==> config.mk <==
export PLATFORM = sky130hd
export DESIGN_NAME = fifo_flush_pack_flat
export DESIGN_NICKNAME = d
export VERILOG_FILES = /design/src/rtl/fifo_flush_pack_if.sv /design/src/rtl/fifo_flush_pack.sv /design/src/flat_wrapper.sv
export SDC_FILE = /design/constraint.sdc
export NUM_CORES = 1
export LEC_CHECK = 0
export ABC_AREA = 1
export CORE_MARGIN = 4
export CORE_UTILIZATION = 59
export DETAILED_ROUTE_END_ITERATION = 10
export PLACE_DENSITY = 0.84
export SLEW_MARGIN = 25
export SYNTH_ARGS = -nofsm -noshare
export SYNTH_HDL_FRONTEND = slang
export SYNTH_SLANG_ARGS = --single-unit
==> constraint.sdc <==
create_clock -name clock -period 5.3 [get_ports clock]
set_clock_uncertainty 0.05 [all_clocks]
set_input_delay 0.795 -clock clock [delete_from_list [all_inputs] [get_ports clock]]
set_output_delay 0.795 -clock clock [all_outputs]
set_load 0.01 [all_outputs]
==> src/rtl/fifo_flush_pack_if.sv <==
// Handshake and status bundle for fifo_flush_pack: narrow write beats in, wide words out.
interface fifo_flush_pack_if #(
  parameter int DATA_W = 4,
  parameter int PACK   = 8,
  parameter int DEPTH  = 4
) ();
  logic                         fifo_wr_valid_i;
  logic [DATA_W-1:0]            fifo_wr_data_i;
  logic                         fifo_wr_ready_o;
  logic                         fifo_rd_valid_i;
  logic [DATA_W*PACK-1:0]       fifo_rd_data_o;
  logic                         fifo_flush_i;
  logic                         fifo_flush_done_o;
  logic                         fifo_data_avail_o;
  logic                         fifo_empty_o;
  logic                         fifo_full_o;
  logic [$clog2(DEPTH+1)-1:0]   fifo_level_o;

  modport slave (
    input  fifo_wr_valid_i, fifo_wr_data_i, fifo_rd_valid_i, fifo_flush_i,
    output fifo_wr_ready_o, fifo_rd_data_o, fifo_flush_done_o, fifo_data_avail_o,
           fifo_empty_o, fifo_full_o, fifo_level_o
  );

  modport master (
    output fifo_wr_valid_i, fifo_wr_data_i, fifo_rd_valid_i, fifo_flush_i,
    input  fifo_wr_ready_o, fifo_rd_data_o, fifo_flush_done_o, fifo_data_avail_o,
           fifo_empty_o, fifo_full_o, fifo_level_o
  );
endinterface

==> src/rtl/fifo_flush_pack.sv <==
// Packs narrow beats LSB-first into wide words, buffers them, and flushes partial words on request.
// Define FIFO_FLUSH_DISCARD_EN to make a flush drop all buffered data instead of padding and draining.
module fifo_flush_pack #(
  parameter int DATA_W = 4,
  parameter int PACK   = 8,
  parameter int DEPTH  = 4
) (
  input  logic               clock,
  input  logic               reset,
  fifo_flush_pack_if.slave   bus
);
  localparam int OUT_W = DATA_W * PACK;
  localparam int AW    = $clog2(DEPTH);
  localparam int LW    = $clog2(DEPTH + 1);
  localparam int CW    = (PACK > 1) ? $clog2(PACK) : 1;
  localparam logic [CW-1:0] LAST = CW'(PACK - 1);

  typedef enum logic [1:0] {IDLE, PAD, DRAIN, DONE} state_t;

  state_t            state, state_nxt;
  logic [CW-1:0]     cnt;
  logic [OUT_W-1:0]  acc;
  logic [AW:0]       wr_ptr, rd_ptr;
  logic [OUT_W-1:0]  mem [DEPTH];
  logic [OUT_W-1:0]  rd_word;
  logic [OUT_W-1:0]  beat_word, push_word;
  logic              empty, full, pop_req, pop, push_ok, push;
  logic              accept, beat_last, pad_push, discard, cnt_nz_after;

  assign empty   = (wr_ptr == rd_ptr);
  assign full    = (wr_ptr[AW] != rd_ptr[AW]) && (wr_ptr[AW-1:0] == rd_ptr[AW-1:0]);
  assign pop_req = bus.fifo_rd_valid_i && !empty;
  assign push_ok = !full || pop_req;

`ifdef FIFO_FLUSH_DISCARD_EN
  assign discard = (state == IDLE) && bus.fifo_flush_i;
`else
  assign discard = 1'b0;
`endif

  // A discarding flush suppresses any read or write landing on the same edge
  assign pop       = pop_req && !discard;
  assign bus.fifo_wr_ready_o = (state == IDLE) && ((cnt != LAST) || push_ok);
  assign accept    = bus.fifo_wr_valid_i && bus.fifo_wr_ready_o && !discard;
  assign beat_last = accept && (cnt == LAST);
  assign pad_push  = (state == PAD) && push_ok;
  assign push      = beat_last || pad_push;

  always_comb begin
    beat_word = acc;
    beat_word[(PACK-1)*DATA_W +: DATA_W] = bus.fifo_wr_data_i;
  end

  // Slices above cnt are already zero, so acc is the padded partial word as-is
  assign push_word = pad_push ? acc : beat_word;

  // Packer occupancy after this edge, so a beat accepted alongside the flush is not stranded
  assign cnt_nz_after = accept ? (cnt != LAST) : (cnt != '0);

  always_comb begin
    state_nxt = state;
    case (state)
      IDLE: begin
        if (bus.fifo_flush_i) begin
`ifdef FIFO_FLUSH_DISCARD_EN
          state_nxt = DONE;
`else
          state_nxt = cnt_nz_after ? PAD : DRAIN;
`endif
        end
      end
      PAD:     if (push_ok) state_nxt = DRAIN;
      DRAIN:   if (empty) state_nxt = DONE;
      DONE:    if (!bus.fifo_flush_i) state_nxt = IDLE;
      default: state_nxt = IDLE;
    endcase
  end

  always_ff @(posedge clock or negedge reset) begin
    if (!reset) state <= IDLE;
    else        state <= state_nxt;
  end

  always_ff @(posedge clock or negedge reset) begin
    if (!reset) begin
      cnt     <= '0;
      acc     <= '0;
      wr_ptr  <= '0;
      rd_ptr  <= '0;
      rd_word <= '0;
    end else begin
      if (discard) begin
        cnt    <= '0;
        acc    <= '0;
        wr_ptr <= '0;
        rd_ptr <= '0;
      end else begin
        if (push) begin
          cnt <= '0;
          acc <= '0;
        end else if (accept) begin
          acc[int'(cnt)*DATA_W +: DATA_W] <= bus.fifo_wr_data_i;
          cnt <= cnt + 1'b1;
        end
        if (push) wr_ptr <= wr_ptr + 1'b1;
        if (pop)  rd_ptr <= rd_ptr + 1'b1;
      end
      if (pop) rd_word <= mem[rd_ptr[AW-1:0]];
    end
  end

  always_ff @(posedge clock) begin
    if (push) mem[wr_ptr[AW-1:0]] <= push_word;
  end

  assign bus.fifo_rd_data_o    = rd_word;
  assign bus.fifo_flush_done_o = (state == DONE);
  assign bus.fifo_data_avail_o = !empty;
  assign bus.fifo_empty_o      = empty;
  assign bus.fifo_full_o       = full;
  assign bus.fifo_level_o      = LW'(wr_ptr - rd_ptr);
endmodule

==> src/flat_wrapper.sv <==
// flat-port wrapper written by rule: the top's interface ports become plain ports
module fifo_flush_pack_flat 
#(
  parameter int DATA_W = 4,
  parameter int PACK   = 8,
  parameter int DEPTH  = 4
)
  (clock, reset, bus_fifo_wr_valid_i, bus_fifo_wr_data_i, bus_fifo_rd_valid_i, bus_fifo_flush_i, bus_fifo_wr_ready_o, bus_fifo_rd_data_o, bus_fifo_flush_done_o, bus_fifo_data_avail_o, bus_fifo_empty_o, bus_fifo_full_o, bus_fifo_level_o);
  fifo_flush_pack_if #(.DATA_W(DATA_W), .PACK(PACK), .DEPTH(DEPTH)) bus_i ();
  input  logic clock;
  input  logic reset;
  input wire logic [$bits(bus_i.fifo_wr_valid_i)-1:0] bus_fifo_wr_valid_i;
  input wire logic [$bits(bus_i.fifo_wr_data_i)-1:0] bus_fifo_wr_data_i;
  input wire logic [$bits(bus_i.fifo_rd_valid_i)-1:0] bus_fifo_rd_valid_i;
  input wire logic [$bits(bus_i.fifo_flush_i)-1:0] bus_fifo_flush_i;
  output wire logic [$bits(bus_i.fifo_wr_ready_o)-1:0] bus_fifo_wr_ready_o;
  output wire logic [$bits(bus_i.fifo_rd_data_o)-1:0] bus_fifo_rd_data_o;
  output wire logic [$bits(bus_i.fifo_flush_done_o)-1:0] bus_fifo_flush_done_o;
  output wire logic [$bits(bus_i.fifo_data_avail_o)-1:0] bus_fifo_data_avail_o;
  output wire logic [$bits(bus_i.fifo_empty_o)-1:0] bus_fifo_empty_o;
  output wire logic [$bits(bus_i.fifo_full_o)-1:0] bus_fifo_full_o;
  output wire logic [$bits(bus_i.fifo_level_o)-1:0] bus_fifo_level_o;
  assign bus_i.fifo_wr_valid_i = bus_fifo_wr_valid_i;
  assign bus_i.fifo_wr_data_i = bus_fifo_wr_data_i;
  assign bus_i.fifo_rd_valid_i = bus_fifo_rd_valid_i;
  assign bus_i.fifo_flush_i = bus_fifo_flush_i;
  assign bus_fifo_wr_ready_o = bus_i.fifo_wr_ready_o;
  assign bus_fifo_rd_data_o = bus_i.fifo_rd_data_o;
  assign bus_fifo_flush_done_o = bus_i.fifo_flush_done_o;
  assign bus_fifo_data_avail_o = bus_i.fifo_data_avail_o;
  assign bus_fifo_empty_o = bus_i.fifo_empty_o;
  assign bus_fifo_full_o = bus_i.fifo_full_o;
  assign bus_fifo_level_o = bus_i.fifo_level_o;
  fifo_flush_pack #(.DATA_W(DATA_W), .PACK(PACK), .DEPTH(DEPTH)) u_core (.clock(clock), .reset(reset), .bus(bus_i));
endmodule
==> impl_metrics.csv <==
group,metric,value,unit
run_status,status,"finished clean",
drt,drt-pass1-iter-count,5,
placement,io_buffer_count,48,
drt,viasPerCell,5.73,
die,fp.dieH,128,um
clock_tree,cts_tree,"yes",
die,io_pins,49,
cells_and_area,fill_cells,946,
placement,place_hpwl,10600,um
synth,netlist.top_cell.by_area,"edfxtp_1",
clock_tree,cts_resized,0,
critical_path,cp.arrival,3.35,ns
power_and_ir_drop,leakage,3.92,nW
die,core_area,14000,um^2
grt,grt_usage,22.5,%
timing,tns,0,ns
synth,ys_ff_latch,203,
timing,max_slew_margin,36.5,%
placement,place_area,9040,um^2
drt,wl_per_cell,17.3,um
synth,netlist.area_leader.share,45.3,%
synth,yosysSeqAreaShare,67.4,%
timing,slew_viol_final,0,
cells_and_area,drive_gt1_share,6.77,%
drt,vias,5851,
critical_path,start_kind,"flip-flop",
synth,syn_inst,788,
drt,ant_nets,0,
die,dieArea,16400,um^2
power_and_ir_drop,p_per_area,640,nW/um^2
drt,drt_iter0_markers,684,
clock_tree,cts_sinks,203,
placement,place_congestion,0.948,
die,die_w,128,um
grt,grt_max_degree,76,
timing,rsz0062_at_grt,"no",
run,cap_violations,0,
synth,syn-num-nets,813,
synth,yosysWarnings,0,
timing,finalCritPeriodShare,61.2,%
critical_path,critPathMaxFanout,39,
timing,finalHoldViolations,0,
clock_tree,cts_hold_buf,0,
clock_tree,clk_latency,0.50,ns
clock_tree,clockRootBuffer,"clkbuf_16",
synth,synthTopCellsByArea,"edfxtp_1, dfrtp_1, nor2_1",
die,num_rows,43,
critical_path,endpoint_kind,"flip-flop",
grt,antenna_found_initial,0,
clock_tree,cts.path.max_buffers,3,
timing,setup_viol,0,
drt,remaining_drc_errors,0,
cells_and_area,syn_to_final_growth,14.5,%
power_and_ir_drop,ir_worst_vdd,0.767,mV
clock_tree,clkSlewWorstSetupHoldPaths,0.07,ns
synth,syn-cell-area,8490,um^2
critical_path,required,5.41,ns
clock_tree,cts_buffers,21,
grt,grt_pass1_wl,29300,um
cells_and_area,stdcell_area,9720,um^2
clock_tree,post_cts_buffers,0,
synth,syn_area_per_cell,10.8,um^2
cells_and_area,nNetsFinal,852,
timing,min_period,3.24,ns
drt,routed_wl,17700,um
cells_and_area,antenna_cells,0,
critical_path,critPathKind,"reg -> reg",
timing,tightest_slew,0.952,ns
timing,max_freq,0.308,GHz
die,initial_core_util,60.7,%
grt,overflow,0,
critical_path,reg2reg_depth,10,
synth,ys_types,27,
grt,grt_pass1_vias,5831,
worst_hold_path,hp-class,"in -> async",
clock_tree,htreeDepth,1,
[metrics by stage]
stage | utilization [%] | cells | worst slack (ns) | total power, W | hold slack (ns)
2_1_floorplan | - | 788 | 1.54 | 0.00401 | 0.393
3_3_place_gp | 64.6 | 984 | 1.83 | 0.00469 | 0.404
3_5_place_dp | 64.6 | 984 | 1.76 | 0.00477 | 0.417
4_1_cts | 69.5 | 1022 | 2.07 | 0.00625 | 0.433
5_1_grt | 69.5 | 1022 | 1.82 | 0.00664 | 0.343
6_report | 69.5 | 1022 | 2.06 | 0.00622 | 0.283
[final timing paths]
check	startpoint	end	slack (ns)
hold reg to reg	u_core.acc[29]$_DFFE_PN0P_	u_core.acc[29]$_DFFE_PN0P_	0.44
hold / removal	reset	u_core.bus.fifo_rd_data_o[25]$_DFFE_PN0P_	0.28
setup reg to reg	u_core.wr_ptr[0]$_DFFE_PN0P_	u_core.mem[0][2]$_DFFE_PP_	2.06
setup / recovery	u_core.wr_ptr[0]$_DFFE_PN0P_	u_core.mem[0][2]$_DFFE_PP_	2.06
min in group clock	u_core.acc[29]$_DFFE_PN0P_	u_core.acc[29]$_DFFE_PN0P_	0.44
max in group asynchronous	reset	u_core.rd_ptr[0]$_DFFE_PN0P_	4.41
[per-layer routing]
layer | wire length [um] | share of wire (%) | GRT usage, %
met5 | 0 | 0 | 0
met4 | 481 | 2.7 | 7.93
met3 | 1200 | 6.8 | 3.50
met2 | 8810 | 50 | 38.1
met1 | 7210 | 41 | 30.0
[synth_stat cells]
| cell | number |
|---|---|
| inv_2 | 4 |
| buf_2 | 17 |
| o21ai_1 | 2 |
| a21oi_1 | 6 |
| nor3_1 | 12 |
| nand3_2 | 1 |
| nor2_1 | 200 |
| nand4_4 | 1 |
| edfxtp_1 | 128 |
| ha_1 | 15 |
| fa_1 | 1 |
| a31oi_1 | 34 |
| buf_4 | 1 |
| clkbuf_1 | 16 |
| nand3_1 | 51 |
| dfrtp_1 | 75 |
| buf_6 | 6 |
| nand2_4 | 2 |
| xor2_1 | 4 |
| nand4_1 | 3 |
| nand3_4 | 1 |
| inv_1 | 30 |
| clkinv_1 | 2 |
| o21ai_0 | 66 |
| nand2_1 | 103 |
| nand2_2 | 3 |
| and3_1 | 4 |
[report_power, final]
| part | total [W] | switching (W) | internal (W) |
|---|---|---|---|
| clock | 0.00145 | 0.000585 | 0.000861 |
| sequential | 0.00249 | 0.000249 | 0.00224 |
| combinational | 0.00229 | 0.00147 | 0.000814 |
| total | 0.00622 | 0.00231 | 0.00391 |
[area by class of cell]
cell class	count	area (um^2)	area share, %
inverters	36	136	1.40
flip-flops and latches	203	5720	58.8
repair buffers	56	542	5.57
clock buffers	30	579	5.96
well taps	180	225	2.32
multi-input cells	509	2420	24.9
clock inverters	8	96.3	0.991
[cell families after synthesis]
logic type	share of synthesized area, %
xor+xnor	0.413
flops	67.4
fa+ha+maj	2.45
simple gates	18.7
compound gates	6.87
buf+inv	4.19
[placed cells by master, fill, tap and decap left out, drive strengths merged]
cell           Yosys  layout
edfxtp           128     128
and3               4       4
nand3             53      53
clkinvlp           0       1
fa                 1       1
inv               34      34
nand2            108     108
buf               24       9
nand4              4       4
dfrtp             75      75
bufinv             0       2
clkbuf            16      30
a21oi              6       6
ha                15      15
xor2               4       4
o21ai             68      68
clkdlybuf4s50      0      47
clkinv             2       7
nor3              12      12
nor2             200     200
a31oi             34      34
[state kept, by name (all words and copies together) (netlist names)]
signal	count
u_core.mem	128
u_core.acc	32
u_core.bus.fifo_rd_data_o	32
u_core.cnt	3
u_core.rd_ptr	3
u_core.wr_ptr	3
u_core.state	2
[critical path, cell delays in order, from the launching register on]
cell and delay, ns:
dfrtp_1 0.42, inv_1 0.11, ha_1 0.31, nand2_1 0.08, inv_1 0.09, nand3_4 0.13
nand4_4 0.17, nand2_4 0.15, inv_2 0.25, nor2_2 0.72, buf_4 0.42
Note: power is estimated with default switching activity, not from simulation.
